### src/rtl/riscv_pkg.sv
// riscv_pkg: RV32I opcode/funct constants, ALU op and immediate-type encodings, decode-stage state and control bundle
package riscv_pkg;
  localparam logic [6:0] OPC_LUI    = 7'b0110111;
  localparam logic [6:0] OPC_AUIPC  = 7'b0010111;
  localparam logic [6:0] OPC_JAL    = 7'b1101111;
  localparam logic [6:0] OPC_JALR   = 7'b1100111;
  localparam logic [6:0] OPC_BRANCH = 7'b1100011;
  localparam logic [6:0] OPC_LOAD   = 7'b0000011;
  localparam logic [6:0] OPC_STORE  = 7'b0100011;
  localparam logic [6:0] OPC_OPIMM  = 7'b0010011;
  localparam logic [6:0] OPC_OP     = 7'b0110011;
  localparam logic [2:0] F3_ADD  = 3'd0;
  localparam logic [2:0] F3_SLL  = 3'd1;
  localparam logic [2:0] F3_SLT  = 3'd2;
  localparam logic [2:0] F3_SLTU = 3'd3;
  localparam logic [2:0] F3_XOR  = 3'd4;
  localparam logic [2:0] F3_SR   = 3'd5;
  localparam logic [2:0] F3_OR   = 3'd6;
  localparam logic [2:0] F3_AND  = 3'd7;
  localparam logic [6:0] F7_BASE = 7'b0000000;
  localparam logic [6:0] F7_ALT  = 7'b0100000;
  typedef enum logic [3:0] {
    ALU_ADD, ALU_SUB, ALU_SLL, ALU_SLT, ALU_SLTU, ALU_XOR,
    ALU_SRL, ALU_SRA, ALU_OR, ALU_AND, ALU_PASSB
  } alu_op_e;
  typedef enum logic [2:0] {IMM_I, IMM_S, IMM_B, IMM_U, IMM_J} imm_type_e;
  typedef enum logic [1:0] {ST_EMPTY, ST_VALID, ST_REREAD} state_e;
  typedef struct packed {
    alu_op_e alu_op;
    logic    src_imm;
    logic    reg_write;
    logic    mem_read;
    logic    mem_write;
    logic    branch;
    logic    jump;
    logic    illegal;
  } ctrl_t;
  // alt selects SUB/SRA over ADD/SRL
  function automatic alu_op_e alu_from_f3(input logic [2:0] f3, input logic alt);
    case (f3)
      F3_ADD:  return alt ? ALU_SUB : ALU_ADD;
      F3_SLL:  return ALU_SLL;
      F3_SLT:  return ALU_SLT;
      F3_SLTU: return ALU_SLTU;
      F3_XOR:  return ALU_XOR;
      F3_SR:   return alt ? ALU_SRA : ALU_SRL;
      F3_OR:   return ALU_OR;
      default: return ALU_AND;
    endcase
  endfunction
endpackage

### src/rtl/decode_stage_imm_gen.sv
// imm_gen: sign-extended RV32I immediate extraction for I/S/B/U/J formats
module imm_gen
  import riscv_pkg::*;
#(
  parameter int XLEN = 32
) (
  input  logic [31:0]     instr_i,
  input  logic [2:0]      imm_type_i,
  output logic [XLEN-1:0] imm_o
);
  logic [31:0] imm32;
  // format select; I-type is the fallback for everything else
  always_comb begin
    imm32 = imm_type_i == IMM_S ? {{20{instr_i[31]}}, instr_i[31:25], instr_i[11:7]}
          : imm_type_i == IMM_B ? {{19{instr_i[31]}}, instr_i[31], instr_i[7], instr_i[30:25], instr_i[11:8], 1'b0}
          : imm_type_i == IMM_U ? {instr_i[31:12], 12'b0}
          : imm_type_i == IMM_J ? {{11{instr_i[31]}}, instr_i[31], instr_i[19:12], instr_i[20], instr_i[30:21], 1'b0}
          : {{20{instr_i[31]}}, instr_i[31:20]};
  end
  assign imm_o = XLEN'($signed(imm32));
endmodule

### src/rtl/decode_stage.sv
// decode_stage: RV32I decode between fetch and execute; define DECODE_BYPASS_EN to forward writeback collisions instead of re-reading
module decode_stage
  import riscv_pkg::*;
#(
  parameter int XLEN = 32
) (
  input  logic            clk,
  input  logic            rst,
  input  logic            in_valid,
  output logic            in_ready,
  input  logic [31:0]     in_instr,
  input  logic [XLEN-1:0] in_pc,
  output logic [4:0]      rf_addr1,
  output logic [4:0]      rf_addr2,
  input  logic [XLEN-1:0] rf_data1,
  input  logic [XLEN-1:0] rf_data2,
  input  logic            wb_en,
  input  logic [4:0]      wb_addr,
  input  logic [XLEN-1:0] wb_data,
  output logic            out_valid,
  input  logic            out_ready,
  output logic [XLEN-1:0] out_pc,
  output logic [XLEN-1:0] out_imm,
  output logic [XLEN-1:0] out_rs1_val,
  output logic [XLEN-1:0] out_rs2_val,
  output logic [4:0]      out_rd,
  output logic [3:0]      out_alu_op,
  output logic            out_src_imm,
  output logic            out_reg_write,
  output logic            out_mem_read,
  output logic            out_mem_write,
  output logic            out_branch,
  output logic            out_jump,
  output logic            out_illegal
);
  state_e          state_q, state_d;
  ctrl_t           ctrl_q, ctrl_d;
  imm_type_e       imm_type;
  logic [XLEN-1:0] pc_q, imm_q, imm_d;
  logic [4:0]      rs1_q, rs2_q, rd_q;
  logic            accept, capture, coll1, coll2, coll_rr;
  logic [2:0]      f3;
  logic [6:0]      f7;
  assign f3 = in_instr[14:12];
  assign f7 = in_instr[31:25];
  assign in_ready  = state_q == ST_EMPTY | (state_q == ST_VALID & out_ready);
  assign out_valid = state_q == ST_VALID;
  assign accept    = in_valid & in_ready;
  // the register file samples rf_addr at every edge; a held bundle keeps re-reading its sources
  assign capture   = accept | (state_q == ST_VALID & !out_ready);
  assign rf_addr1  = in_ready ? in_instr[19:15] : rs1_q;
  assign rf_addr2  = in_ready ? in_instr[24:20] : rs2_q;
  // a same-edge write is missed by the registered read, so flag it
  assign coll1 = capture & wb_en & wb_addr == rf_addr1 & rf_addr1 != 5'd0;
  assign coll2 = capture & wb_en & wb_addr == rf_addr2 & rf_addr2 != 5'd0;
  imm_gen #(.XLEN(XLEN)) u_imm_gen (
    .instr_i    (in_instr),
    .imm_type_i (imm_type),
    .imm_o      (imm_d)
  );
`ifdef DECODE_BYPASS_EN
  logic [XLEN-1:0] byp1_q, byp2_q;
  logic            bf1_q, bf2_q;
  assign coll_rr = 1'b0;
  // capture colliding writeback data; cleared on the next capture once the re-read is current
  always_ff @(posedge clk or posedge rst) begin
    if (rst) begin
      byp1_q <= '0;
      byp2_q <= '0;
      bf1_q  <= 1'b0;
      bf2_q  <= 1'b0;
    end else if (capture) begin
      bf1_q <= coll1;
      bf2_q <= coll2;
      if (coll1) byp1_q <= wb_data;
      if (coll2) byp2_q <= wb_data;
    end
  end
  assign out_rs1_val = rs1_q == 5'd0 ? '0 : bf1_q ? byp1_q : rf_data1;
  assign out_rs2_val = rs2_q == 5'd0 ? '0 : bf2_q ? byp2_q : rf_data2;
`else
  logic unused_wb;
  assign unused_wb   = ^wb_data;
  assign coll_rr     = coll1 | coll2;
  assign out_rs1_val = rs1_q == 5'd0 ? '0 : rf_data1;
  assign out_rs2_val = rs2_q == 5'd0 ? '0 : rf_data2;
`endif
  // next state: accept wins; REREAD always resolves to VALID; a stalled VALID holds
  always_comb begin
    state_d = accept ? (coll_rr ? ST_REREAD : ST_VALID)
            : (state_q == ST_REREAD | (state_q == ST_VALID & !out_ready)) ? ST_VALID
            : ST_EMPTY;
  end
  // instruction decode into the control bundle and immediate format
  always_comb begin
    ctrl_d   = '0;
    imm_type = IMM_I;
    case (in_instr[6:0])
      OPC_LUI: begin
        ctrl_d.alu_op    = ALU_PASSB;
        ctrl_d.src_imm   = 1'b1;
        ctrl_d.reg_write = 1'b1;
        imm_type         = IMM_U;
      end
      OPC_AUIPC: begin
        ctrl_d.src_imm   = 1'b1;
        ctrl_d.reg_write = 1'b1;
        imm_type         = IMM_U;
      end
      OPC_JAL: begin
        ctrl_d.src_imm   = 1'b1;
        ctrl_d.reg_write = 1'b1;
        ctrl_d.jump      = 1'b1;
        imm_type         = IMM_J;
      end
      OPC_JALR: begin
        ctrl_d.src_imm   = 1'b1;
        ctrl_d.reg_write = 1'b1;
        ctrl_d.jump      = 1'b1;
        ctrl_d.illegal   = f3 != 3'd0;
      end
      OPC_BRANCH: begin
        ctrl_d.alu_op  = f3[2:1] == 2'b00 ? ALU_SUB : f3[1] ? ALU_SLTU : ALU_SLT;
        ctrl_d.branch  = 1'b1;
        ctrl_d.illegal = f3[2:1] == 2'b01;
        imm_type       = IMM_B;
      end
      OPC_LOAD: begin
        ctrl_d.src_imm   = 1'b1;
        ctrl_d.reg_write = 1'b1;
        ctrl_d.mem_read  = 1'b1;
        ctrl_d.illegal   = f3 == 3'd3 | f3[2:1] == 2'b11;
      end
      OPC_STORE: begin
        ctrl_d.src_imm   = 1'b1;
        ctrl_d.mem_write = 1'b1;
        ctrl_d.illegal   = f3 > 3'd2;
        imm_type         = IMM_S;
      end
      OPC_OPIMM: begin
        ctrl_d.alu_op    = alu_from_f3(f3, f3 == F3_SR & f7[5]);
        ctrl_d.src_imm   = 1'b1;
        ctrl_d.reg_write = 1'b1;
        ctrl_d.illegal   = (f3 == F3_SLL & f7 != F7_BASE) |
                           (f3 == F3_SR & f7 != F7_BASE & f7 != F7_ALT);
      end
      OPC_OP: begin
        ctrl_d.alu_op    = alu_from_f3(f3, f7[5]);
        ctrl_d.reg_write = 1'b1;
        ctrl_d.illegal   = !(f7 == F7_BASE | (f7 == F7_ALT & (f3 == F3_ADD | f3 == F3_SR)));
      end
      default: ctrl_d.illegal = 1'b1;
    endcase
    if (ctrl_d.illegal) begin
      ctrl_d.reg_write = 1'b0;
      ctrl_d.mem_read  = 1'b0;
      ctrl_d.mem_write = 1'b0;
      ctrl_d.branch    = 1'b0;
      ctrl_d.jump      = 1'b0;
    end
    ctrl_d.reg_write = ctrl_d.reg_write & (in_instr[11:7] != 5'd0);
  end
  // state register and bundle fields; reset drops any held bundle
  always_ff @(posedge clk or posedge rst) begin
    if (rst) begin
      state_q <= ST_EMPTY;
      ctrl_q  <= '0;
      pc_q    <= '0;
      imm_q   <= '0;
      rs1_q   <= '0;
      rs2_q   <= '0;
      rd_q    <= '0;
    end else begin
      state_q <= state_d;
      if (accept) begin
        ctrl_q <= ctrl_d;
        pc_q   <= in_pc;
        imm_q  <= imm_d;
        rs1_q  <= in_instr[19:15];
        rs2_q  <= in_instr[24:20];
        rd_q   <= in_instr[11:7];
      end
    end
  end
  assign out_pc        = pc_q;
  assign out_imm       = imm_q;
  assign out_rd        = rd_q;
  assign out_alu_op    = ctrl_q.alu_op;
  assign out_src_imm   = ctrl_q.src_imm;
  assign out_reg_write = ctrl_q.reg_write;
  assign out_mem_read  = ctrl_q.mem_read;
  assign out_mem_write = ctrl_q.mem_write;
  assign out_branch    = ctrl_q.branch;
  assign out_jump      = ctrl_q.jump;
  assign out_illegal   = ctrl_q.illegal;
endmodule

### config.mk
export PLATFORM = sky130hd
export DESIGN_NAME = decode_stage
export DESIGN_NICKNAME = d
export VERILOG_FILES = /design/src/rtl/riscv_pkg.sv /design/src/rtl/decode_stage_imm_gen.sv /design/src/rtl/decode_stage.sv
export SDC_FILE = /design/constraint.sdc
export NUM_CORES = 1
export LEC_CHECK = 0
export ABC_AREA = 1
export BUFFER_PORTS_ARGS = -buffer_cell sky130_fd_sc_hd__buf_2
export CORE_AREA = 2 2 127 129
export CTS_BUF_LIST = sky130_fd_sc_hd__clkbuf_16
export CTS_CLUSTER_SIZE = 8
export DETAILED_ROUTE_END_ITERATION = 10
export DIE_AREA = 0 0 129 131
export GPL_TIMING_DRIVEN = 0
export MAX_ROUTING_LAYER = met4
export PLACE_DENSITY_LB_ADDON = 0.25
export SLEW_MARGIN = 10
export SYNTH_ARGS = -nofsm -noshare
export SYNTH_HDL_FRONTEND = slang
export SYNTH_SLANG_ARGS = --single-unit
export TNS_END_PERCENT = 1
### constraint.sdc
create_clock -name clk -period 4.4 [get_ports clk]
set_input_delay 0.88 -clock clk [delete_from_list [all_inputs] [get_ports clk]]
set_output_delay 0.88 -clock clk [all_outputs]
set_load 0.02 [all_outputs]
==> results.toml, run 1 <==
[synth]
synth_cell_type_count = 36
ys_ff_latch = 92
synthCells = 731
synth_area_sq_mm = 0.00507
yosysWarnings = 0
synth.avg_cell_area_sq_um = 6.94
synthesis.nets = 901
seq_area_frac_synth = 0.454

[finish]
area.growth.synth_to_final_pct = 39.8
finish.utilization = 0.455
nets = 1206
final_layout_size_suffix_gt1_frac = 0.321
fillers = 1664
stdcell_area_sq_mm = 0.00710
layout_commonest_cell = "nand2_1"
mostFrequentLayoutCells = "nand2_1 (341), buf_2 (300), inv_1 (111), dfrtp_1 (92), nand3_1 (42)"

[power_and_ir_drop]
p_switching_mw = 1.01
power_frac_comb = 0.346
p_leak_nw = 4.43
power_density_mw_per_mm2 = 374
pwr-share-clk = 0.260
swShare = 0.380
peakVddDrop_uv = 204
internal-power_mw = 1.65
power_frac_seq = 0.394

[setup_path]
cp_max_fo = 10
r2r-start = "state_q[1]"
path_cells = "buf_2 -> inv_1 -> nand2_4 -> nand2_4 -> buf_6 -> nand2_1 -> nand2_1 -> buf_2"
startpoint = "out_ready"
critPathRequiredTime_ps = 3520
reg2reg_to = "out_pc[30]"
worstRegToRegCells = 7
crit_slowest_cell = "buf_2"
setup.worst_path.end_class = "output pin"
path_delay_family = "buffers and inverters"
crit_path_start_kind = "primary input"
r2r_slack_ps = 2630
crit_cells = 8
crit_end = "rf_addr2[0]"
slowest_delay_ps = 180
path_buf_inv = 4
path_class = "primary input to output pin"
crit_arrival_ps = 1870

[worst_hold_path]
min_path_type = "flop to flop"

[floorplanning]
dieArea_sq_mm = 0.0169
io-pin-count = 326
fp-row-count = 46
die_w_microns = 129
die_height_microns = 131
fp.coreArea_sq_mm = 0.0156
start_util = 0.325

[detailed_routing]
antenna_left = 0
drt-initial-drc-count = 230
viasPerCell = 4.45
num_vias = 5598
drt-total-wl_microns = 17900
drc = 0
first_pass_iters = 4
wire_per_inst_microns = 14.2

[clock_network]
numCtsBuffers = 9
path_clk_slew_ps = 60
post_cts_buffers = 0
clock_latency_ps = 350
cts_max_path_buffers = 2
cts_root_buffer = "clkbuf_16"
cts.sinks = 92
cts_hold_buf = 0
cts_tree = "done"
cts_resized = 0
h-tree-depth = 3

[place]
numPortBuffers = 293
place.gp.congestion = 0.919
dp_slack_ps = 1660
dpl.hpwl_microns = 14100
placed_area_sq_mm = 0.00684

[flow_run]
maxCapViolCount = 0

[timing]
fin_worst_skew_ps = 7.45
maxSlewViolCount = 0
rsz0062_at_grt = "no"
fin_crit_ps = 2750
final_hold_viol_count = 0
worst_slack_ps = 1650
fmax_ghz = 0.363
setup-tns-final_ps = 0
fin_crit_sh = 0.626
tightest_slew_ps = 625
setup_viol = 0
relSlewSlack = 0.582

[global_route]
gr-total-overflow = 0
grt_pass1_vias = 5021
grt_max_degree = 60
grt_pass1_wl_microns = 26000
grtUsageTotal = 0.206
antenna_found_initial = 1

[status]
outcome = "finished, final reports clean"
-- logic make-up after synthesis --
| kind of cell | count (synthesis) | synth area share |
|---|---|---|
| flip-flops | 92 | 0.454 |
| buffers and inverters | 138 | 0.108 |
| AND/OR/NAND/NOR | 434 | 0.350 |
| AO/OA/AOI/OAI | 67 | 0.0885 |
-- per-stage QoR --
step           hold slack, ps  instances  power (mW)
3_5_place_dp              453       1241        1.99
5_1_grt                   485       1258        2.81
3_3_place_gp              449       1240        1.98
4_1_cts                   469       1257        2.68
6_report                  466       1258        2.66
2_1_floorplan             475        731        1.61
-- cell type report --
cell class,count,area [sq um],area share
inverter,112,423,0.0596
tap,216,270,0.0381
sequential,92,2300,0.324
timing repair buffer,294,1490,0.211
clock buffer,9,225,0.0317
multi-input combinational,501,2220,0.313
clock inverter,7,27.5,0.00388
buffer,26,129,0.0182
antenna,1,2.50,0.000353
-- synthesized netlist by cell type (all sizes together) --
cell type,count,area (sq um)
a21oi,8,55.1
a22oi,1,7.51
a2bb2oi,8,70.1
a31o,1,8.76
buf,15,87.6
clkbuf,11,41.3
dfrtp,92,2300
inv,112,420
nand2,345,1320
nand3,43,220
nand4,12,75.1
nor2,28,118
nor3,6,46.3
o2111ai,1,8.76
o211ai,7,57.6
o21a,4,30.0
o21ai,29,149
o221ai,3,26.3
o22ai,1,6.26
o31ai,4,30.0
-- power groups by stage --
stage          clock [mW]  sequential (mW)  combinational (mW)
2_1_floorplan           0             1.19               0.421
3_3_place_gp            0             1.06               0.920
3_5_place_dp            0             1.06               0.929
4_1_cts             0.709             1.05               0.930
5_1_grt             0.740             1.06                1.01
6_report            0.692             1.05               0.920
-- state kept, by name (all words and copies together), names as in the netlist, 2 cells and up --
register	flops
rs2_q	5
rs1_q	5
out_rd	5
out_imm	32
state_q	2
out_pc	32
out_alu_op	4
-- how the worst min path moves through the flow --
| stage | depth (start not counted) | to | start |
|---|---|---|---|
| final | 2 | out_pc[6] | out_pc[6] |
| after global routing | 2 | out_pc[6] | out_pc[6] |
| after CTS | 2 | out_pc[6] | out_pc[6] |
| after detailed placement | 2 | out_pc[6] | out_pc[6] |
| after global placement | 2 | out_rd[1] | out_rd[1] |
| after floorplan | 2 | rs1_q[0] | rs1_q[0] |
-- layer usage --
layer  wire length [microns]  vias up  global-route usage
met5                       0        -                   -
met4                     210        0              0.0646
met3                    1240       11              0.0468
met2                    8610      216               0.328
met1                    7840     2508               0.262
li1                        -     2863                   -
-- worst min-delay path, cell delays in order (launching register included) --
cell     delay [ps]
dfrtp_1         340
nand2_1          50
nand2_1          50
No activity file was read; power rests on OpenSTA's default activity.
==> run 2: changes to the inputs <==
- CORE_AREA: 2 2 127 129 -> 2 2 126 128
- DIE_AREA: 0 0 129 131 -> 0 0 128 130
- clock period: 4.4 -> 2.8 ns (I/O delays scaled with it)
==> run 2 against run 1 <==
Compared with the run above: the flow now finishes with violations (DRC); hold slack lost 140 ps; flip-flop and latch count is the same; total power grew 60%; critical path type is now flop to output pin; critical endpoint is now out_rs2_val[25].
==> results.toml, run 2 (synthesis gave the netlist of run 1 again) <==
[global_route]
grt_util_met1 = 0.259
grt_util_met3 = 0.0533
grt_pass1_wl_microns = 26300
antenna_found_initial = 0
gr-total-overflow = 0
grt_max_degree = 38
busiest_layer = "met2"
grt_pass1_vias = 4998
grtUsageTotal = 0.211
use_met2 = 0.347

[place]
place.gp.congestion = 0.912
numPortBuffers = 293
dpl.hpwl_microns = 14100
placed_cells_incl_taps = 1218

[floorplanning]
die_height_microns = 130
die_w_microns = 128
start_util = 0.329
fp.coreArea_sq_mm = 0.0154
io-pin-count = 326
dieArea_sq_mm = 0.0166
fp-row-count = 46

[status]
outcome = "finished with violations"
violations = "DRC"

[finish]
layout_commonest_cell = "nand2_1"
finalNonFillerCells = 1234
mostFrequentLayoutCells = "nand2_1 (341), buf_2 (300), inv_1 (108), dfrtp_1 (92), nand3_1 (42)"
fillers = 1659
final_layout_size_suffix_gt1_frac = 0.326
area.growth.synth_to_final_pct = 39.9
diodes = 0
nets = 1207

[clock_network]
cts_root_buffer = "clkbuf_16"
cts.sinks = 92
numCtsBuffers = 9
clock_latency_ps = 350
path_clk_slew_ps = 70
cts_tree = "done"
cts_hold_buf = 0
cts_max_path_buffers = 2
h-tree-depth = 3
cts_resized = 0
post_cts_buffers = 0

[timing]
fin_worst_skew_ps = 5.88
maxSlewViolCount = 0
relSlewSlack = 0.524
fmax_ghz = 0.425
setup_viol = 0
tightest_slew_ps = 713
rsz0062_at_grt = "no"
fin_crit_sh = 0.840
final_hold_viol_count = 0
setup-tns-final_ps = 0
fin_crit_ps = 2350

[detailed_routing]
num_vias = 5631
antenna_left = 0
viasPerCell = 4.56
drt-total-wl_microns = 17600
wire_per_inst_microns = 14.2
drc = 5
first_pass_iters = 9
drt-initial-drc-count = 294

[setup_path]
path_class = "flop to output pin"
r2r-start = "state_q[1]"
crit_arrival_ps = 1790
cp_max_fo = 10
setup.worst_path.end_class = "output pin"
crit_path_start_kind = "flop"
critPathRequiredTime_ps = 2240
startpoint = "rs2_q[0]"

[power_and_ir_drop]
power_mw = 4.25
peakVddDrop_uv = 339
power_density_mw_per_mm2 = 598
p_leak_nw = 4.43

[worst_hold_path]
min_path_type = "primary input to async pin"

[flow_run]
maxCapViolCount = 0
run 2: final cells by class:
cell class / count / area, sq um / share of cell area
repair buffers: 295 / 1510 / 0.212
inverters: 112 / 424 / 0.0597
well taps: 192 / 240 / 0.0338
plain buffers: 26 / 129 / 0.0181
flip-flops and latches: 92 / 2300 / 0.324
clock inverters: 7 / 51.3 / 0.00722
clock buffers: 9 / 225 / 0.0317
multi-input cells: 501 / 2220 / 0.313
run 2: path summary, 6_finish.rpt:
path                                        end  slack (ps)  depth (start not counted)
worst max-delay path            out_rs2_val[25]         450                          6
worst min register to register        out_pc[5]         470                          2
worst min-delay path                 out_pc[14]         320                          2
worst max register to register         rs1_q[1]         970                          5
min in group clk                      out_pc[0]         410                          3
max in group asynchronous             out_pc[1]        1870                          3
run 2: report_power, final:
group	internal (mW)	leakage, nW	switching, mW	total [mW]
clock network	0.607	0.134	0.556	1.16
logic	0.480	3.17	0.963	1.44
registers	1.53	1.13	0.118	1.64
run 2: worst max-delay path: stages (launching register included):
cell	delay (ps)
dfrtp_1	410
nor3_1	230
nand3_1	220
clkbuf_1	280
nand2_1	100
inv_1	50
buf_2	150
run 2: stage by stage:
stage	worst slack [ps]	utilization	instance area, sq um	hold WS (ps)
after floorplan	916	-	5080	475
after global placement	452	0.440	6790	450
after detailed placement	705	0.442	6830	454
after CTS	411	0.460	7100	337
after global routing	267	0.460	7100	375
final	449	0.460	7100	321
run 2: metal layers:
layer  wire [microns]  part of all wire  vias to the layer above
li1                 -                 -                     2862
met1             7650              0.44                     2527
met2             8360              0.48                      226
met3             1350             0.077                       16
met4              209             0.012                        0
met5                0                 0                        -
==> run 3: changes to the inputs <==
- ABC_AREA: 1 -> 0
- CORE_AREA: 2 2 126 128 -> 2 2 127 129
- DIE_AREA: 0 0 128 130 -> 0 0 129 131
- clock period: 2.8 -> 2.4 ns (I/O delays scaled with it)
==> run 3 against run 2 <==
Compared with the run above: largest power group unchanged; via count decreased by 14%; total power increased by 17%; critical path type unchanged; hold slack got worse by 130 ps; the flow finishes with violations (setup timing); flip-flop and latch count unchanged; critical endpoint is now out_rs2_val[10]; area after synthesis decreased by 6.2%.
==> results.toml, run 3 <==
[finish]
layout_commonest_cell = "buf_2"
final_layout_size_suffix_gt1_frac = 0.495
mostFrequentLayoutCells = "buf_2 (283), dfrtp_1 (91), nor2b_1 (63), nand2_1 (55), mux2_2 (48)"
nets = 963
finish.utilization = 0.453
area.growth.synth_to_final_pct = 48.3

[status]
violations = "setup timing"
outcome = "finished with violations"

[clock_network]
numCtsBuffers = 9
path_clk_slew_ps = 70
cts.sinks = 92
cts_tree = "done"
cts_root_buffer = "clkbuf_16"
clock_latency_ps = 340
h-tree-depth = 3
cts_max_path_buffers = 2

[timing]
fin_crit_ps = 2420
setup-tns-final_ps = -265
setup_viol = 21
worst_slack_ps = -23.6
maxSlewViolCount = 0
rsz0062_at_grt = "yes"
tightest_slew_ps = 624
fmax_ghz = 0.413
final_hold_viol_count = 0
fin_worst_skew_ps = 10.2
relSlewSlack = 0.582
fin_crit_sh = 1.01
fin_hold_ws_ps = 195

[setup_path]
crit_slowest_cell = "or4_4"
path_buf_inv = 3
setup.worst_path.end_class = "output pin"
crit_end = "out_rs2_val[10]"
critPathRequiredTime_ps = 1920
crit_path_start_kind = "flop"
worstRegToRegCells = 7
r2r-start = "state_q[1]"
crit_cells = 6
r2r_slack_ps = 300
path_class = "flop to output pin"
path_delay_family = "simple AND/OR/NAND/NOR gates"
cp_max_fo = 6
crit_arrival_ps = 1940
path_cells = "or4_4 -> nor2_4 -> buf_12 -> buf_8 -> nor2b_1 -> buf_4"
startpoint = "rs2_q[1]"
slowest_delay_ps = 540
reg2reg_to = "out_pc[27]"

[floorplanning]
die_height_microns = 131
dieArea_sq_mm = 0.0169
die_w_microns = 129
io-pin-count = 326
fp-row-count = 46
start_util = 0.305
fp.coreArea_sq_mm = 0.0156

[detailed_routing]
antenna_left = 0
viasPerCell = 4.75
num_vias = 4821
drc = 0
first_pass_iters = 4
drt-initial-drc-count = 282
drt-total-wl_microns = 17000
wire_per_inst_microns = 16.8

[power_and_ir_drop]
power_mw = 4.97
power_density_mw_per_mm2 = 704
p_leak_nw = 3.53
peakVddDrop_uv = 361

[synth]
synthesis.nets = 652
synth.top_cell.area_share = 0.483
seq_area_frac_synth = 0.483
synth_area_sq_mm = 0.00476
yosysWarnings = 0
synthFlopType = "dfrtp_1"
yosysTopAreaCell = "dfrtp_1"
yosys-top-cells-count = "dfrtp_1 (92), nor2b_1 (69), nand2_1 (56), mux2_2 (48), o21ai_0 (39)"
synth.most_common_cell = "dfrtp_1"
postSynth.asyncResetShare = 1.00
synth.area.top_cells = "dfrtp_1 (48%), mux2_2 (11%), nor2b_1 (9.1%), nand2_1 (4.4%), o21ai_0 (4.1%)"
synth_cell_type_count = 51
synthCells = 482
synth_edf_count = 0
synth.avg_cell_area_sq_um = 9.88
ys_ff_latch = 92

[global_route]
grtUsageTotal = 0.194
busiest_layer = "met2"
grt_util_met3 = 0.0383
grt_pass1_wl_microns = 24400
grt_util_met1 = 0.250
grt_max_degree = 35
use_met2 = 0.320
grt_pass1_vias = 4534
antenna_found_initial = 0
gr-total-overflow = 0

[worst_hold_path]
min_path_type = "primary input to async pin"

[place]
dp_slack_ps = -323
numPortBuffers = 292
place.gp.congestion = 0.890
dpl.hpwl_microns = 13200

[flow_run]
maxCapViolCount = 0
run 3: cell count changes after synthesis, moves of 24 or more:
cell,previous run,this run
nand3_1,42,4
nor2b_1,0,69
inv_1,109,12
mux2_2,0,48
a21oi_1,6,30
nand2_1,341,56
run 3: worst min-delay path by stage:
stage,start,endpoint,depth (start not counted)
2_1_floorplan,rs2_q[4],rs2_q[4],1
3_3_place_gp,out_imm[22],out_imm[22],2
3_5_place_dp,out_imm[20],out_imm[20],2
4_1_cts,rst,out_pc[6],2
5_1_grt,rst,out_pc[11],2
6_report,rst,out_pc[6],2
run 3: power breakdown:
part           leakage, nW  internal, mW  total (mW)  switching (mW)
logic                 2.27         0.640        1.61           0.968
clock network        0.139         0.802        1.42           0.613
registers             1.12          1.79        1.94           0.156
run 3: through the flow:
step,instance area (sq um),cells
after global placement,6500,990
after floorplan,4770,482
after global routing,7060,1014
after detailed placement,6540,992
after CTS,6860,1008
final,7060,1015
run 3: logic make-up (layout without fill, tap and decap cells):
group / Yosys count / after routing / share of synthesized area
AND/OR/NAND/NOR: 172 / 172 / 0.193
XOR/XNOR: 2 / 2 / 0.00368
buffers and inverters: 44 / 360 / 0.0365
multiplexers: 53 / 53 / 0.124
AO/OA/AOI/OAI: 119 / 119 / 0.160
other: 0 / 1 / 0
flip-flops: 92 / 92 / 0.483
run 3: area by class of cell:
type,instances,area (sq um)
multi-input cells,346,2350
well taps,216,270
diodes,1,2.50
repair buffers,300,1630
plain buffers,31,166
clock buffers,9,225
inverters,13,52.6
fillers,1560,8540
clock inverters,7,67.6
flip-flops and latches,92,2300
run 3: worst reg2reg max path, delay by kind of cell, from the launching register on:
kind | cells | cell delay (ps)
buf+inv | 4 | 830
flops | 1 | 420
mux | 1 | 380
simple gates | 2 | 370
run 3: layer usage:
layer | wire, microns | vias to the layer above
li1 | - | 2322
met1 | 7540 | 2275
met2 | 8230 | 212
met3 | 1150 | 12
met4 | 123 | 0
met5 | 0 | -
run 3: repair_timing:
item / in CTS / in global routing
setup buffers: 0 / 3
hold buffers: 0 / 0
gates cloned: 0 / 3
endpoints found under the setup margin: 111 / 108
pin swaps: 0 / 2
resized for setup: 15 / 51
